===== config.mk =====
export PLATFORM = sky130hd
export DESIGN_NAME = ili9341_init_seq
export DESIGN_NICKNAME = d
export VERILOG_FILES = /design/src/rtl/ili9341_pkg.sv /design/src/rtl/ili9341_spi_byte_tx.sv /design/src/rtl/ili9341_init_seq.sv
export SDC_FILE = /design/constraint.sdc
export NUM_CORES = 1
export LEC_CHECK = 0
export ABC_AREA = 1
export CAP_MARGIN = 20
export CORE_AREA = 2 2 82 84
export CTS_CLUSTER_SIZE = 28
export DETAILED_ROUTE_END_ITERATION = 12
export DIE_AREA = 0 0 84 86
export DONT_BUFFER_PORTS = 1
export MAX_ROUTING_LAYER = met4
export PLACE_DENSITY = 0.83
export RECOVER_POWER = 100
export SLEW_MARGIN = 40
export SYNTH_ARGS = -nofsm -noshare
export SYNTH_HDL_FRONTEND = slang
export SYNTH_SLANG_ARGS = --single-unit

===== constraint.sdc =====
create_clock -name clk -period 2.3 [get_ports clk]
set_clock_uncertainty 0.2 [all_clocks]
set_input_delay 0.345 -clock clk [delete_from_list [all_inputs] [get_ports clk]]
set_output_delay 0.345 -clock clk [all_outputs]
set_load 0.005 [all_outputs]

===== src/rtl/ili9341_pkg.sv =====
// ili9341_pkg: definitions shared by the ILI9341 init sequencer and raster stage.
//   - init ROM entry kind encodings and the 10-bit entry packing helper
//   - panel opcodes used during init and by the raster stage
//   - state enumerations for the init sequencer and the byte transmitter
package ili9341_pkg;

   localparam logic [1:0] KIND_CMD   = 2'b00;
   localparam logic [1:0] KIND_DATA  = 2'b01;
   localparam logic [1:0] KIND_DELAY = 2'b10;
   localparam logic [1:0] KIND_END   = 2'b11;

   localparam logic [7:0] OP_SWRESET = 8'h01;
   localparam logic [7:0] OP_SLPOUT  = 8'h11;
   localparam logic [7:0] OP_COLMOD  = 8'h3A;
   localparam logic [7:0] OP_MADCTL  = 8'h36;
   localparam logic [7:0] OP_DISPON  = 8'h29;
   localparam logic [7:0] OP_CASET   = 8'h2A;
   localparam logic [7:0] OP_PASET   = 8'h2B;
   localparam logic [7:0] OP_RAMWR   = 8'h2C;

   typedef enum logic [2:0] {
      ST_HW_RST_LOW  = 3'd0,
      ST_HW_RST_WAIT = 3'd1,
      ST_FETCH       = 3'd2,
      ST_SETUP       = 3'd3,
      ST_SHIFT       = 3'd4,
      ST_WAIT        = 3'd5,
      ST_DONE        = 3'd6
   } init_state_t;

   typedef enum logic [1:0] {
      TX_IDLE  = 2'd0,
      TX_SETUP = 2'd1,
      TX_SHIFT = 2'd2
   } tx_state_t;

   // Packs a ROM entry as {kind[1:0], byte[7:0]}.
   function automatic logic [9:0] make_entry(input logic [1:0] kind, input logic [7:0] value);
      return {kind, value};
   endfunction

endpackage


===== src/rtl/ili9341_spi_byte_tx.sv =====
// ili9341_spi_byte_tx: one-byte panel SPI framer (setup cycle, then 8 low-cs bits).
// State changes on the falling edge of clk, which is forwarded to the panel as SCL.
// Ports:
//   clk, rst_n       clock (negedge active) and async active-low reset
//   load             start a frame (accepted only while idle)
//   data_byte        byte to send, MSB first
//   is_data          dc level for this frame: 0 = command, 1 = data
//   cs, dc, din      registered panel bus outputs
//   busy             high while the frame continues past the current cycle;
//                    low during the final bit so the owner can move on at that edge
module ili9341_spi_byte_tx
   import ili9341_pkg::*;
(
   input  logic       clk,
   input  logic       rst_n,
   input  logic       load,
   input  logic [7:0] data_byte,
   input  logic       is_data,
   output logic       cs,
   output logic       dc,
   output logic       din,
   output logic       busy
);

   tx_state_t  phase_r;
   logic [7:0] sh_r;
   logic [2:0] bit_r;
   logic       cs_r;
   logic       dc_r;
   logic       din_r;

   // Frame sequencer: idle -> setup (cs high, dc valid) -> 8 bits with cs low.
   always_ff @(negedge clk or negedge rst_n) begin
      if (!rst_n) begin
         phase_r <= TX_IDLE;
         sh_r    <= 8'h00;
         bit_r   <= 3'd0;
         cs_r    <= 1'b1;
         dc_r    <= 1'b0;
         din_r   <= 1'b0;
      end else begin
         case (phase_r)
            TX_IDLE: begin
               if (load) begin
                  phase_r <= TX_SETUP;
                  sh_r    <= data_byte;
                  bit_r   <= 3'd7;
                  dc_r    <= is_data;
               end else begin
                  phase_r <= TX_IDLE;
               end
               cs_r  <= 1'b1;
               din_r <= 1'b0;
            end
            TX_SETUP: begin
               phase_r <= TX_SHIFT;
               cs_r    <= 1'b0;
               din_r   <= sh_r[bit_r];
            end
            TX_SHIFT: begin
               if (bit_r == 3'd0) begin
                  phase_r <= TX_IDLE;
                  cs_r    <= 1'b1;
                  din_r   <= 1'b0;
               end else begin
                  bit_r <= bit_r - 3'd1;
                  din_r <= sh_r[bit_r - 3'd1];
               end
            end
            default: begin
               phase_r <= TX_IDLE;
               cs_r    <= 1'b1;
               din_r   <= 1'b0;
            end
         endcase
      end
   end

   assign cs   = cs_r;
   assign dc   = dc_r;
   assign din  = din_r;
   assign busy = (phase_r == TX_SETUP) || ((phase_r == TX_SHIFT) && (bit_r != 3'd0));

endmodule


===== src/rtl/ili9341_init_seq.sv =====
// ili9341_init_seq: ILI9341 power-up sequencer. Pulses the panel reset, sends the
// fixed init list (SWRESET, SLPOUT, COLMOD 16bpp, MADCTL, DISPON) with its delays,
// then raises start and hands the cs/dc/din bus to the raster stage.
// Ports:
//   clk, rst_n              clock (also panel SCL, state on negedge), async active-low reset
//   ras_cs/ras_dc/ras_din   raster-stage bus, passed through only once init is done
//   start, done             init complete (level)
//   lcd_rst                 panel hardware reset, active low
//   bl                      backlight enable
//   cs, dc, din             panel bus
module ili9341_init_seq
   import ili9341_pkg::*;
#(
   parameter int unsigned RST_LOW_CYC    = 100,
   parameter int unsigned RST_WAIT_CYC   = 1200000,
   parameter int unsigned SHORT_WAIT_CYC = 50000,
   parameter int unsigned LONG_WAIT_CYC  = 1200000,
   parameter int          CNT_W          = 21
) (
   input  logic clk,
   input  logic rst_n,
   input  logic ras_cs,
   input  logic ras_dc,
   input  logic ras_din,
   output logic start,
   output logic done,
   output logic lcd_rst,
   output logic bl,
   output logic cs,
   output logic dc,
   output logic din
);

   localparam logic [CNT_W-1:0] CNT_ONE    = CNT_W'(1);
   localparam logic [CNT_W-1:0] CNT_RST_LO = CNT_W'(RST_LOW_CYC - 1);
   localparam logic [CNT_W-1:0] CNT_RST_WT = CNT_W'(RST_WAIT_CYC - 1);
   localparam logic [CNT_W-1:0] CNT_SHORT  = CNT_W'(SHORT_WAIT_CYC - 1);
   localparam logic [CNT_W-1:0] CNT_LONG   = CNT_W'(LONG_WAIT_CYC - 1);

   init_state_t      state_r;
   logic [CNT_W-1:0] cnt_r;
   logic [3:0]       idx_r;
   logic             lcd_rst_r;
   logic             done_r;
   logic             bl_r;
   logic [9:0]       entry_s;
   logic             load_s;
   logic             tx_cs;
   logic             tx_dc;
   logic             tx_din;
   logic             tx_busy;

   // Init command list; anything past the list reads as END.
   function automatic logic [9:0] rom_entry(input logic [3:0] idx);
      case (idx)
         4'd0:    rom_entry = make_entry(KIND_CMD,   OP_SWRESET);
         4'd1:    rom_entry = make_entry(KIND_DELAY, 8'h00);
         4'd2:    rom_entry = make_entry(KIND_CMD,   OP_SLPOUT);
         4'd3:    rom_entry = make_entry(KIND_DELAY, 8'h01);
         4'd4:    rom_entry = make_entry(KIND_CMD,   OP_COLMOD);
         4'd5:    rom_entry = make_entry(KIND_DATA,  8'h55);
         4'd6:    rom_entry = make_entry(KIND_CMD,   OP_MADCTL);
         4'd7:    rom_entry = make_entry(KIND_DATA,  8'h48);
         4'd8:    rom_entry = make_entry(KIND_CMD,   OP_DISPON);
         default: rom_entry = make_entry(KIND_END,   8'h00);
      endcase
   endfunction

   // ROM read and byte-transmit request for the current FETCH.
   always_comb begin
      entry_s = rom_entry(idx_r);
      if ((state_r == ST_FETCH) &&
          ((entry_s[9:8] == KIND_CMD) || (entry_s[9:8] == KIND_DATA))) begin
         load_s = 1'b1;
      end else begin
         load_s = 1'b0;
      end
   end

   // Main sequencer: reset pulse, reset wait, ROM walk, terminal DONE.
   always_ff @(negedge clk or negedge rst_n) begin
      if (!rst_n) begin
         state_r   <= ST_HW_RST_LOW;
         cnt_r     <= '0;
         idx_r     <= 4'd0;
         lcd_rst_r <= 1'b0;
         done_r    <= 1'b0;
         bl_r      <= 1'b0;
      end else begin
         case (state_r)
            ST_HW_RST_LOW: begin
               if (cnt_r == CNT_RST_LO) begin
                  cnt_r     <= '0;
                  lcd_rst_r <= 1'b1;
                  state_r   <= ST_HW_RST_WAIT;
               end else begin
                  cnt_r <= cnt_r + CNT_ONE;
               end
            end
            ST_HW_RST_WAIT: begin
               if (cnt_r == CNT_RST_WT) begin
                  cnt_r   <= '0;
                  state_r <= ST_FETCH;
               end else begin
                  cnt_r <= cnt_r + CNT_ONE;
               end
            end
            ST_FETCH: begin
               case (entry_s[9:8])
                  KIND_CMD, KIND_DATA: begin
                     idx_r   <= idx_r + 4'd1;
                     state_r <= ST_SETUP;
                  end
                  KIND_DELAY: begin
                     idx_r   <= idx_r + 4'd1;
                     cnt_r   <= (entry_s[7:0] == 8'h00) ? CNT_SHORT : CNT_LONG;
                     state_r <= ST_WAIT;
                  end
                  default: begin
                     done_r  <= 1'b1;
                     bl_r    <= 1'b1;
                     state_r <= ST_DONE;
                  end
               endcase
            end
            ST_SETUP: begin
               state_r <= ST_SHIFT;
            end
            ST_SHIFT: begin
               // busy drops during the last bit, so FETCH follows bit 0 directly.
               if (!tx_busy) begin
                  state_r <= ST_FETCH;
               end else begin
                  state_r <= ST_SHIFT;
               end
            end
            ST_WAIT: begin
               if (cnt_r == '0) begin
                  state_r <= ST_FETCH;
               end else begin
                  cnt_r <= cnt_r - CNT_ONE;
               end
            end
            ST_DONE: begin
               state_r <= ST_DONE;
            end
            default: begin
               state_r <= ST_HW_RST_LOW;
            end
         endcase
      end
   end

   ili9341_spi_byte_tx u_tx (
      .clk       (clk),
      .rst_n     (rst_n),
      .load      (load_s),
      .data_byte (entry_s[7:0]),
      .is_data   (entry_s[9:8] == KIND_DATA),
      .cs        (tx_cs),
      .dc        (tx_dc),
      .din       (tx_din),
      .busy      (tx_busy)
   );

   // Once done, the raster stage owns the bus directly (no added latency).
   assign cs      = done_r ? ras_cs  : tx_cs;
   assign dc      = done_r ? ras_dc  : tx_dc;
   assign din     = done_r ? ras_din : tx_din;
   assign start   = done_r;
   assign done    = done_r;
   assign bl      = bl_r;
   assign lcd_rst = lcd_rst_r;

endmodule

### Word level (Yosys, flattened, before mapping)

Memories as Yosys holds them, arrays and structs flattened.
Cells that the tools add are included.

* output and inout port bits: 7
* memory bits (read-only): 144
* logic and storage cells: 91
* memories: 1
* register bits after elaboration: 46

Memory list
* (no name shown): depth 16, width 9, rd ports 1, clocked after memory_dff 0, wr ports 0, RTL line ili9341_init_seq.sv:55 `case (idx)`

* $add $sub $neg: 4
* bitwise logic cells: 1
* equality and inequality tests: 20
* multiplexer cells: 30
* reduce and logical (&&, ||, !) cells: 22
* $lt $le $gt $ge: 2

Operators with widths (number)
* 21-bit 2-to-1 mux: 5
* 21-bit case mux with 4 select lines: 1
* 21-bit by 1-bit adder with 21-bit output (second input constant): 1
* 21-bit equality test (second input constant): 1
* 21-bit by 7-bit equality test with 1-bit output (second input constant): 1
* 21-bit zero test: 1
* 3-bit case mux with 7 select lines: 1
* 21-bit by 1-bit subtractor with 21-bit output (second input constant): 1
* 3-bit 2-to-1 mux: 6
* 2-bit inequality test (second input constant): 6
* 3-bit case mux with 2 select lines: 2
* 3-bit equality test (second input constant): 3
* 1-bit 2-to-1 mux: 9
* 3-bit AND reduction: 3
* 8-bit zero test: 1
* 3-bit by 4-bit < comparator with 1-bit output (second input constant): 2
* 2-bit AND reduction: 4
* 1-bit binary-select mux with 3-bit select: 2
* 3-bit by 2-bit equality test with 1-bit output (second input constant): 2
* 3-bit zero test: 2
* 2-bit case mux with 3 select lines: 1
* 4-bit by 1-bit adder with 4-bit output (second input constant): 1
* 2-bit by 1-bit equality test with 1-bit output (second input constant): 2
* 2-bit equality test (second input constant): 2
* 14 further kinds: 19

### Longest topological paths before layout

An unclocked memory read counts as a cell.

* depth in word-level cells: 7
* depth in mapped cells: 13
* depth with buffers taken out: 13

### Cells and area by module

From an unflattened synthesis, not the netlist that was laid out.

* cells, all modules: 628
* area, all modules: 4072.7 um^2

Modules (own cells, without submodules)
* ili9341_init_seq: sequential area each 750.7 um^2, instances 1, area an instance 3131.8 um^2, cells an instance 515
* ili9341_spi_byte_tx: sequential area each 401.6 um^2, instances 1, area an instance 940.9 um^2, cells an instance 113

==> PnR_summary.wiki <==
{| class="wikitable"
! Metric !! Value
|-
| Status || finished with violations
|-
| Violated checks || setup timing
|-
| Wire length of the first global-routing pass || 17700 µm
|-
| Most frequent CP cell || sky130_fd_sc_hd__nand2_2
|-
| Synth async-reset ratio || 1.00
|-
| Global Route met1 Usage || 0.434
|-
| Most utilized layer in the global route result || met2
|-
| Path type of the worst min-delay path || reg -> reg
|-
| Number of enable flip-flop cells after synthesis || 0
|-
| Final TNS setup || -8860 ps
|-
| Vias per inst || 5.83
|-
| Setup slack after placement || -157 ps
|-
| Number of buffer and inverter stages on the critical path || 2
|-
| Fraction of final layout cells with drive strength greater than 1 || 0.149
|-
| Cell Area, Synth || 4000 µm²
|-
| Wirelength per Cell || 15.0 µm
|-
| Largest cells by area after synthesis || sky130_fd_sc_hd__dfrtn_1 28%, sky130_fd_sc_hd__nand2_1 16%, sky130_fd_sc_hd__nand3_1 10%
|-
| Post-Synthesis Mean Instance Area || 6.52 µm²
|-
| CP arrival || 2180 ps
|-
| CTS tree || yes
|-
| Synth top cells by count || 174 x sky130_fd_sc_hd__nand2_1, 80 x sky130_fd_sc_hd__nand3_1, 77 x sky130_fd_sc_hd__nor2_1
|-
| Met3 Use GR || 0.0318
|-
| Core area || 6280 µm²
|-
| Max-slew violation count || 0
|-
| Most frequent cell after synthesis || sky130_fd_sc_hd__nand2_1
|-
| Crit Path Max Fanout || 5
|-
| Fin worst setup slack || -421 ps
|-
| Crit path capture type || output port
|-
| H-Tree Depth || 2
|-
| Critical path startpoint category || flop
|-
| Cell-by-cell listing of the critical path || buf_6 -> inv_4 -> nand2_2 -> nand2_2
|-
| Total setup violations reported at the end of the flow || 39
|-
| Max transition margin || 0.372
|-
| Largest vdd supply drop || 265 µV
|-
| Final number of hold-violating endpoints || 0
|-
| Worst-margin pin slew || 939 ps
|-
| Overall die width || 84 µm
|-
| Antenna Nets Post-Route || 0
|-
| Predominant post-synthesis flop cell || sky130_fd_sc_hd__dfrtn_1
|-
| Count of inserted antenna diode cells || 0
|-
| Antenna violations before repair || 0
|-
| Sequential-to-total area share from yosys stat || 0.282
|-
| Smallest hold slack || 229 ps
|-
| Count of warnings emitted by yosys || 0
|-
| CP Data Required Time || 1750 ps
|-
| Violation count after the first detailed-route iteration || 374
|-
| Die H || 86 µm
|-
| Power density over cell area || 318 nW/µm²
|-
| Nets in the synthesized netlist || 632
|-
| Clock root buffer master || sky130_fd_sc_hd__clkbuf_8
|-
| Count of hold buffers inserted by post-cts repair || 0
|-
| Clk buf depth || 2
|-
| Total of max-cap violations || 0
|-
| Maximum cell stage delay along the critical path || 440 ps
|-
| Detail Placement HPWL || 7990 µm
|-
| Number of buffers created by CTS || 5
|-
| Cell taking the most area after synthesis || sky130_fd_sc_hd__dfrtn_1
|-
| Starting density of the core || 0.637
|-
| Global route overflow || 0
|-
| Relative area change from synthesis to final layout || 7.38%
|-
| Area of the die || 7220 µm²
|-
| Final weighted congestion in routability-driven placement || 1.04
|-
| Clock sink total || 45
|-
| Number of cells produced by synthesis || 614
|-
| Detailed Route WL || 10600 µm
|-
| Post-synthesis cell type count || 47
|-
| Largest net degree at the start of global routing || 46
|-
| Via count || 4131
|-
| CP Class || reg -> out
|-
| Pre-Repair DR Iteration Count || 5
|-
| All-layer global routing usage || 0.314
|-
| Vias in the first global route || 3743
|-
| Cell at the slowest stage of the critical path || sky130_fd_sc_hd__dfrtn_1
|-
| Net count reported at finish || 649
|-
| Fraction of synthesized cell area taken by the top area cell type || 0.275
|-
| Met2 capacity usage during global routing || 0.497
|-
| Clock insertion delay at the later pin of the skew report || 310 ps
|-
| Number of rows in the core area || 29
|-
| Gate family responsible for the most delay along the worst path || flip-flops
|-
| Unrepaired setup endpoints after global routing || yes
|-
| Final-layout fill cell count || 593
|-
| CTS clk-pin slew, worst paths || 60 ps
|-
| Static Leak || 0.00216 µW
|-
| IO Pins || 12
|-
| Fin util || 0.684
|-
| I/O Buffers || 0
|-
| Flop and latch count out of synthesis || 45
|-
| DRC viols || 0
|}
## cells in the final DEF (no fill, tap or decap), drive strengths merged
master / n
clkbuf: 6
o221ai: 1
a21oi: 12
a21boi: 6
nand3: 83
nand4: 11
ha: 13
o22ai: 1
nor2: 96
xor2: 9
o21a: 1
a22oi: 2
clkinv: 2
nor3: 10
o21ai: 34
dfrtn: 44
buf: 28
a31oi: 3
nand2: 185
nand3b: 1
o31ai: 1
or2: 1
o311ai: 1
o211ai: 3
o21bai: 1
dfstp: 1
xnor2: 1
inv: 75
## worst paths after layout
check	startpoint	endpoint	slack [ps]	cells past startpoint
min in group asynchronous	rst_n	cnt_r[11]	560	0
setup reg to reg	state_r[2]	u_tx.bit_r[0]	-330	8
hold reg to reg	u_tx.sh_r[2]	u_tx.sh_r[2]	230	2
max in group asynchronous	rst_n	u_tx.cs	1090	0
hold / removal	u_tx.sh_r[2]	u_tx.sh_r[2]	230	2
setup / recovery	bl	din	-420	4
## state kept, by name, indices dropped and copies added (netlist names)
| signal | count |
|---|---|
| u_tx.phase_r | 2 |
| cnt_r | 21 |
| lcd_rst | 1 |
| u_tx.bit_r | 3 |
| u_tx.cs | 1 |
| state_r | 3 |
| u_tx.sh_r | 7 |
| u_tx.dc | 1 |
| bl | 1 |
| idx_r | 4 |
| u_tx.din | 1 |
## final cells by class
class | instances | area, µm² | area share
clock buffers | 6 | 82.6 | 0.0192
clock inverters | 3 | 21.3 | 0.00495
inverters | 74 | 283 | 0.0658
multi-input cells | 476 | 2450 | 0.570
flip-flops and latches | 45 | 1130 | 0.262
well taps | 77 | 96.3 | 0.0224
repair buffers | 28 | 238 | 0.0553
## stage by stage
stage          power (µW)  std cells  area [µm²]
2_1_floorplan         815        614        4000
3_3_place_gp          815        694        4120
3_5_place_dp          815        694        4120
4_1_cts              1370        706        4280
5_1_grt              1400        709        4300
6_report             1370        709        4300
## report_power, final
group	total, µW	internal (µW)	switching [µW]
Clock	570	253	318
Sequential	795	795	0
Combinational	0.0218	0.0203	0
Total	1370	1050	318
## tightest hold or removal path: cells and delay by family, from the launching register on
kind,cells,cell delay [ps]
AO/OA/AOI/OAI,1,60
AND/OR/NAND/NOR,1,50
flip-flops,1,410
## kinds of logic after synthesis
group | synth area share
AO/OA/AOI/OAI | 0.100
buffers and inverters | 0.109
flip-flops | 0.282
XOR/XNOR | 0.0219
AND/OR/NAND/NOR | 0.447
adder cells (fa/ha/maj) | 0.0407
## layer usage
metal | wire length, µm | up-vias
met5 | 0 | -
met4 | 151 | 0
met3 | 771 | 18
met2 | 4950 | 175
met1 | 4770 | 1936
li1 | - | 2002
## what timing repair did
| action | CTS | global route |
|---|---|---|
| gates resized for setup | 10 | 6 |
| buffers inserted | 4 | 3 |
| endpoints found under the setup margin | 7 | 13 |
| pin swaps | 1 | 2 |
Power figures use the tool's default switching activity.
